<file path="src/rtl/stack_rpn_controller_if.sv">
// stack_rpn_controller_if: token handshake, stack command port and status outputs of stack_rpn_controller.
interface stack_rpn_controller_if;
    logic       TOKEN_VALID;
    logic       TOKEN_KIND;
    logic [3:0] TOKEN_DATA;
    logic       TOKEN_READY;
    logic [1:0] S_COMMAND;
    logic [2:0] S_INDEX;
    logic [3:0] S_I_DATA;
    logic [3:0] S_O_DATA;
    logic [3:0] RESULT;
    logic       RESULT_VALID;
    logic       ERROR;
    logic [2:0] DEPTH;
    modport master (
        input  TOKEN_VALID, TOKEN_KIND, TOKEN_DATA, S_O_DATA,
        output TOKEN_READY, S_COMMAND, S_INDEX, S_I_DATA, RESULT, RESULT_VALID, ERROR, DEPTH
    );
    modport slave (
        output TOKEN_VALID, TOKEN_KIND, TOKEN_DATA, S_O_DATA,
        input  TOKEN_READY, S_COMMAND, S_INDEX, S_I_DATA, RESULT, RESULT_VALID, ERROR, DEPTH
    );
endinterface

</file>
<file path="src/rtl/stack_rpn_controller.sv">
// stack_rpn_controller: RPN token sequencer driving stack_structural_lite with 4-bit arithmetic.
// Define STACK_RPN_DUP_EN to make opcode 5 a DUP; otherwise it is rejected as illegal.
module stack_rpn_controller #(
    parameter int DEPTH_MAX = 5
) (
    input  logic                  CLK,
    input  logic                  RESET,
    stack_rpn_controller_if.master bus
);
    localparam logic [2:0] DMAX = 3'(DEPTH_MAX);
    localparam logic [1:0] CMD_NOP = 2'b00, CMD_PUSH = 2'b01, CMD_POP = 2'b10, CMD_GET = 2'b11;
    typedef enum logic [2:0] {
        IDLE = 3'd0, PUSH_OPND = 3'd1, POP_A = 3'd2, POP_B = 3'd3, CAP_B = 3'd4, PUSH_RES = 3'd5
`ifdef STACK_RPN_DUP_EN
        , GET_TOP = 3'd6, CAP_TOP = 3'd7
`endif
    } state_t;
    state_t     state_q, state_d;
    logic [3:0] a_q, a_d, b_q, b_d, result_q, result_d, alu, i_data;
    logic [2:0] op_q, op_d, depth_q, depth_d, index;
    logic [1:0] cmd;
    logic       result_valid_q, result_valid_d, error_q, error_d, accept;
    assign bus.TOKEN_READY  = (state_q == IDLE) && !RESET;
    assign bus.S_COMMAND    = cmd;
    assign bus.S_INDEX      = index;
    assign bus.S_I_DATA     = i_data;
    assign bus.RESULT       = result_q;
    assign bus.RESULT_VALID = result_valid_q;
    assign bus.ERROR        = error_q;
    assign bus.DEPTH        = depth_q;
    assign accept = bus.TOKEN_VALID && bus.TOKEN_READY;
    // a_q is the top (popped first), b_q the element beneath; DUP returns the copied top
    always_comb begin
        alu = op_q == 3'd0 ? b_q + a_q :
              op_q == 3'd1 ? b_q - a_q :
              op_q == 3'd2 ? b_q & a_q :
              op_q == 3'd3 ? b_q | a_q :
              op_q == 3'd4 ? b_q ^ a_q : a_q;
    end
    always_comb begin
        state_d        = state_q;
        a_d            = a_q;
        b_d            = b_q;
        op_d           = op_q;
        depth_d        = depth_q;
        result_d       = result_q;
        result_valid_d = 1'b0;
        error_d        = error_q;
        cmd            = CMD_NOP;
        index          = 3'd0;
        i_data         = 4'd0;
        case (state_q)
            IDLE: if (accept) begin
                if (!bus.TOKEN_KIND) begin
                    a_d = bus.TOKEN_DATA;
                    if (depth_q < DMAX) state_d = PUSH_OPND;
                    else error_d = 1'b1;
                end else begin
                    op_d = bus.TOKEN_DATA[2:0];
                    if (bus.TOKEN_DATA[2:0] <= 3'd4) begin
                        if (depth_q >= 3'd2) state_d = POP_A;
                        else error_d = 1'b1;
                    end
`ifdef STACK_RPN_DUP_EN
                    else if (bus.TOKEN_DATA[2:0] == 3'd5 && depth_q != 3'd0 && depth_q < DMAX) state_d = GET_TOP;
`endif
                    else error_d = 1'b1;
                end
            end
            PUSH_OPND: begin
                cmd     = CMD_PUSH;
                i_data  = a_q;
                depth_d = depth_q + 3'd1;
                state_d = IDLE;
            end
            POP_A: begin
                cmd     = CMD_POP;
                depth_d = depth_q - 3'd1;
                state_d = POP_B;
            end
            POP_B: begin
                cmd     = CMD_POP;
                a_d     = bus.S_O_DATA;
                depth_d = depth_q - 3'd1;
                state_d = CAP_B;
            end
            CAP_B: begin
                b_d     = bus.S_O_DATA;
                state_d = PUSH_RES;
            end
            PUSH_RES: begin
                cmd            = CMD_PUSH;
                i_data         = alu;
                depth_d        = depth_q + 3'd1;
                result_d       = alu;
                result_valid_d = 1'b1;
                state_d        = IDLE;
            end
`ifdef STACK_RPN_DUP_EN
            GET_TOP: begin
                cmd     = CMD_GET;
                state_d = CAP_TOP;
            end
            CAP_TOP: begin
                a_d     = bus.S_O_DATA;
                state_d = PUSH_RES;
            end
`endif
            default: state_d = IDLE;
        endcase
    end
    always_ff @(posedge CLK) begin
        if (RESET) begin
            state_q        <= IDLE;
            a_q            <= 4'd0;
            b_q            <= 4'd0;
            op_q           <= 3'd0;
            depth_q        <= 3'd0;
            result_q       <= 4'd0;
            result_valid_q <= 1'b0;
            error_q        <= 1'b0;
        end else begin
            state_q        <= state_d;
            a_q            <= a_d;
            b_q            <= b_d;
            op_q           <= op_d;
            depth_q        <= depth_d;
            result_q       <= result_d;
            result_valid_q <= result_valid_d;
            error_q        <= error_d;
        end
    end
endmodule

</file>
<file path="src/flat_wrapper.sv">
// flat-port wrapper written by rule: the top's interface ports become plain ports
module stack_rpn_controller_flat 
#(
    parameter int DEPTH_MAX = 5
)
  (CLK, RESET, bus_TOKEN_VALID, bus_TOKEN_KIND, bus_TOKEN_DATA, bus_S_O_DATA, bus_TOKEN_READY, bus_S_COMMAND, bus_S_INDEX, bus_S_I_DATA, bus_RESULT, bus_RESULT_VALID, bus_ERROR, bus_DEPTH);
  stack_rpn_controller_if bus_i ();
  input  logic CLK;
  input  logic RESET;
  input wire logic [$bits(bus_i.TOKEN_VALID)-1:0] bus_TOKEN_VALID;
  input wire logic [$bits(bus_i.TOKEN_KIND)-1:0] bus_TOKEN_KIND;
  input wire logic [$bits(bus_i.TOKEN_DATA)-1:0] bus_TOKEN_DATA;
  input wire logic [$bits(bus_i.S_O_DATA)-1:0] bus_S_O_DATA;
  output wire logic [$bits(bus_i.TOKEN_READY)-1:0] bus_TOKEN_READY;
  output wire logic [$bits(bus_i.S_COMMAND)-1:0] bus_S_COMMAND;
  output wire logic [$bits(bus_i.S_INDEX)-1:0] bus_S_INDEX;
  output wire logic [$bits(bus_i.S_I_DATA)-1:0] bus_S_I_DATA;
  output wire logic [$bits(bus_i.RESULT)-1:0] bus_RESULT;
  output wire logic [$bits(bus_i.RESULT_VALID)-1:0] bus_RESULT_VALID;
  output wire logic [$bits(bus_i.ERROR)-1:0] bus_ERROR;
  output wire logic [$bits(bus_i.DEPTH)-1:0] bus_DEPTH;
  assign bus_i.TOKEN_VALID = bus_TOKEN_VALID;
  assign bus_i.TOKEN_KIND = bus_TOKEN_KIND;
  assign bus_i.TOKEN_DATA = bus_TOKEN_DATA;
  assign bus_i.S_O_DATA = bus_S_O_DATA;
  assign bus_TOKEN_READY = bus_i.TOKEN_READY;
  assign bus_S_COMMAND = bus_i.S_COMMAND;
  assign bus_S_INDEX = bus_i.S_INDEX;
  assign bus_S_I_DATA = bus_i.S_I_DATA;
  assign bus_RESULT = bus_i.RESULT;
  assign bus_RESULT_VALID = bus_i.RESULT_VALID;
  assign bus_ERROR = bus_i.ERROR;
  assign bus_DEPTH = bus_i.DEPTH;
  stack_rpn_controller #(.DEPTH_MAX(DEPTH_MAX)) u_core (.CLK(CLK), .RESET(RESET), .bus(bus_i));
endmodule
</file>
<file path="config.mk">
export PLATFORM = sky130hd
export DESIGN_NAME = stack_rpn_controller_flat
export DESIGN_NICKNAME = d
export VERILOG_FILES = /design/src/rtl/stack_rpn_controller_if.sv /design/src/rtl/stack_rpn_controller.sv /design/src/flat_wrapper.sv
export SDC_FILE = /design/constraint.sdc
export NUM_CORES = 1
export LEC_CHECK = 0
export ABC_AREA = 1
export ABC_CLOCK_PERIOD_IN_PS = 5710
export CORE_ASPECT_RATIO = 2
export CORE_MARGIN = 4
export CORE_UTILIZATION = 45
export CTS_BUF_LIST = sky130_fd_sc_hd__clkbuf_4 sky130_fd_sc_hd__clkbuf_8 sky130_fd_sc_hd__clkbuf_16
export DETAILED_ROUTE_END_ITERATION = 10
export GPL_ROUTABILITY_DRIVEN = 0
export PLACE_DENSITY = 0.71
export SYNTH_ARGS = -nofsm -noshare
export SYNTH_HDL_FRONTEND = slang
export SYNTH_SLANG_ARGS = --single-unit
</file>
<file path="constraint.sdc">
create_clock -name CLK -period 5.71 [get_ports CLK]
set_clock_uncertainty 0.15 [all_clocks]
set_input_delay 1.142 -clock CLK [delete_from_list [all_inputs] [get_ports CLK]]
set_output_delay 1.142 -clock CLK [all_outputs]
set_load 0.01 [all_outputs]
</file>
==> summary.md <==
| Metric | Value |
|---|---|
| Finished Cell Area | roughly 0.0018 mm2 |
| Yosys Warn Count | 0 |
| Initial Utilization | around 47% |
| Count leader, synth | nand2_1 |
| CP Data Arrival Time | roughly 2.5 ns |
| Num rows | 29 |
| Unique masters post-synth | 28 |
| Reg area | roughly 460 um2 |
| Fin nets | between 200 and 300 |
| Cells along the critical path | clkdlybuf4s50_1, nor2_2, clkdlybuf4s50_1 |
| I/O Buffers | 27 |
| Floorplan Core Area | 0.00323 mm2 |
| Max VDD drop | 0.155 mV |
| CP required | about 4.4 ns |
| Share of the synthesized area in the top cell type | 30.1% |
| Initial antenna violation count | 0 |
| Mean post-synth cell area | between 6 and 7 um2 |
| Max FO, Critical Path | 11 |
| Final worst-path cycle share | ~67% |
| Total Power | roughly 0.36 mW |
| Pin count of the biggest net entering global routing | 15 |
| Post-DP HPWL | around 3.4 mm |
| Slew Limit Fails | 0 |
| Multi-input logic area | a little over 900 um2 |
| Placed instance count | between 200 and 300 |
| DR vias/cell | 5.44 |
| Total grt overflow | 0 |
| Setup_tns | 0 ns |
| CTS Hold Bufs | 0 |
| RSZ-0062 raised after global routing | false |
| Post-synth top cells | 43 x nand2_1, 32 x inv_1, 27 x o21ai_0 |
| Total wire length | ~4.0 mm |
| PnR worst setup slack | between 1.5 and 2 ns |
| Total track usage | between 10% and 20% |
| Detailed Route Iter0 Violations | 29 |
| Setup CP Type | input port to output pin |
| Fin cells | 280 |
| Critical Path Start Type | input port |
| Setup violators final | 0 |
| Clk slew on worst S/H paths | 0.08 ns |
| Hold Crit Class | register to register |
| Post-CTS sizing | 0 |
| Max cap viols | 0 |
| Diodes inserted | 0 |
| Async SR Flop Fraction | 0% |
| Postcts setup bufs | 0 |
| Cells after synthesis | 223 |
| Status | finished, final reports clean |
| CTS Buffer Depth | 2 |
| FILL cells | about 320 |
| CTS H-Tree Depth | 1 |
| Crit path max-delay family | buffers and inverters |
| Pre-CTS setup slack | approximately 1.9 ns |
| Max Fclk | about 0.26 GHz |
| Area leader, netlist | dfxtp_1 |
| Wire per inst | about 14 um |
| Vias in the first global route | about 1,500 |
| Post-synth EDFFs | 0 |
| CTS tree | yes |
| Clock root buffer | clkbuf_8 |
| Vias | around 1,500 |
| Worst path slowest cell | clkdlybuf4s50_1 |
| Final Hold Vio Count | 0 |
| Global-route wire length before repair | between 6 and 7 mm |
| I/O Pins | 31 |
| Later-pin clock latency in the skew report | roughly 0.26 ns |
| Largest stage delay on the critical path | around 0.61 ns |
| Tmin final | 3.81 ns |
| Post-route ant nets | 0 |
| Die Ht | roughly 90 um |
| LEAKAGE | between 0.8 and 0.9 nW |
| Placed Area | 0.00180 mm2 |
| FF+latch count, synth | 23 |
| Syn Std Cell Area | 0.00153 mm2 |
| Power Density | 197 mW/mm2 |
| Setup crit end kind | output pin |
| Detailed Routing Iterations Pass 1 | 4 |
| Num CTS Buffers | 3 |
| Full die area | ~0.0044 mm2 |
| Die X | between 40 and 50 um |
| Most common cell on crit path | clkdlybuf4s50_1 |
| Area contributors post-synth | dfxtp_1 30%, nand2_1 11%, ha_1 9.0% |
| Area grow syn2layout | 20.9% |
| Register area share after synthesis | a little under a third |
| Clock Sinks | 23 |
| Most used DFF post-synth | dfxtp_1 |
| Share of layout cells above drive strength 1 | under 10% |
| # DRC | 0 |
| WP buf/inv | 2 |
-- logic make-up after synthesis --
group	Yosys count	share of synthesized area, %
compound gates	59	20.2
xor+xnor	1	0.573
buf+inv	40	11.1
other cells	1	0.245
flops	23	30.1
simple gates	85	24.7
fa+ha+maj	14	12.9
-- cell usage in the layout (no fill, tap or decap), types with 4 or more instances in the layout --
cell type,n
a21oi_1,25
clkdlybuf4s50_1,27
dfxtp_1,23
ha_1,11
inv_1,32
nand2_1,43
nand3_1,11
nand4_1,6
nor2_1,14
nor3_1,4
o21ai_0,27
-- flip-flops by register name, indices dropped and copies added (netlist names) --
name / cells
u_core.bus.RESULT: 4
u_core.bus.RESULT_VALID: 1
u_core.a_q: 4
u_core.bus.DEPTH: 3
u_core.state_q: 3
u_core.op_q: 3
u_core.bus.ERROR: 1
u_core.b_q: 4
-- layout make-up --
class                           count  area share [%]
Inverter                           33            6.71
Multi-Input combinational cell    162            49.0
Clock buffer                        4            2.64
Tap cell                           31            2.10
Sequential cell                    23            24.9
Timing Repair Buffer               27            14.6
-- metrics by stage --
step / hold WS [ns] / util (%)
floorplan: 0.304 / -
global placement: 0.309 / 55.7
detailed placement: 0.315 / 55.7
CTS: 0.326 / 57.2
global route: 0.359 / 57.2
finish: 0.326 / 57.2
-- final timing paths --
kind | start | to | slack (ns) | cells after the start
worst min-delay path | u_core.bus.RESULT[0] | u_core.bus.RESULT[0] | 0.33 | 2
worst min register to register | u_core.bus.RESULT[0] | u_core.bus.RESULT[0] | 0.33 | 2
worst max register to register | u_core.a_q[2] | u_core.bus.RESULT[3] | 3.82 | 11
worst max-delay path | RESET | bus_TOKEN_READY | 1.90 | 3
-- metal layers --
metal / vias to the layer above / global-route usage, % / wire [um]
li1: 783 / - / -
met1: 681 / 16.7 / 1440
met2: 42 / 37.7 / 2300
met3: 18 / 0.992 / 94
met4: 0 / 11.2 / 180
met5: - / 0 / 0
-- power by group --
part	switching (mW)	internal [mW]
clock network	0.0492	0.0545
registers	0.00710	0.167
logic	0.0503	0.0363
-- tightest hold or removal path, delay by kind of cell (launching register included) --
kind	cells	cell delay, ns
flops	1	0.31
simple gates	1	0.06
compound gates	1	0.06
No activity file was read; power rests on OpenSTA's default activity.
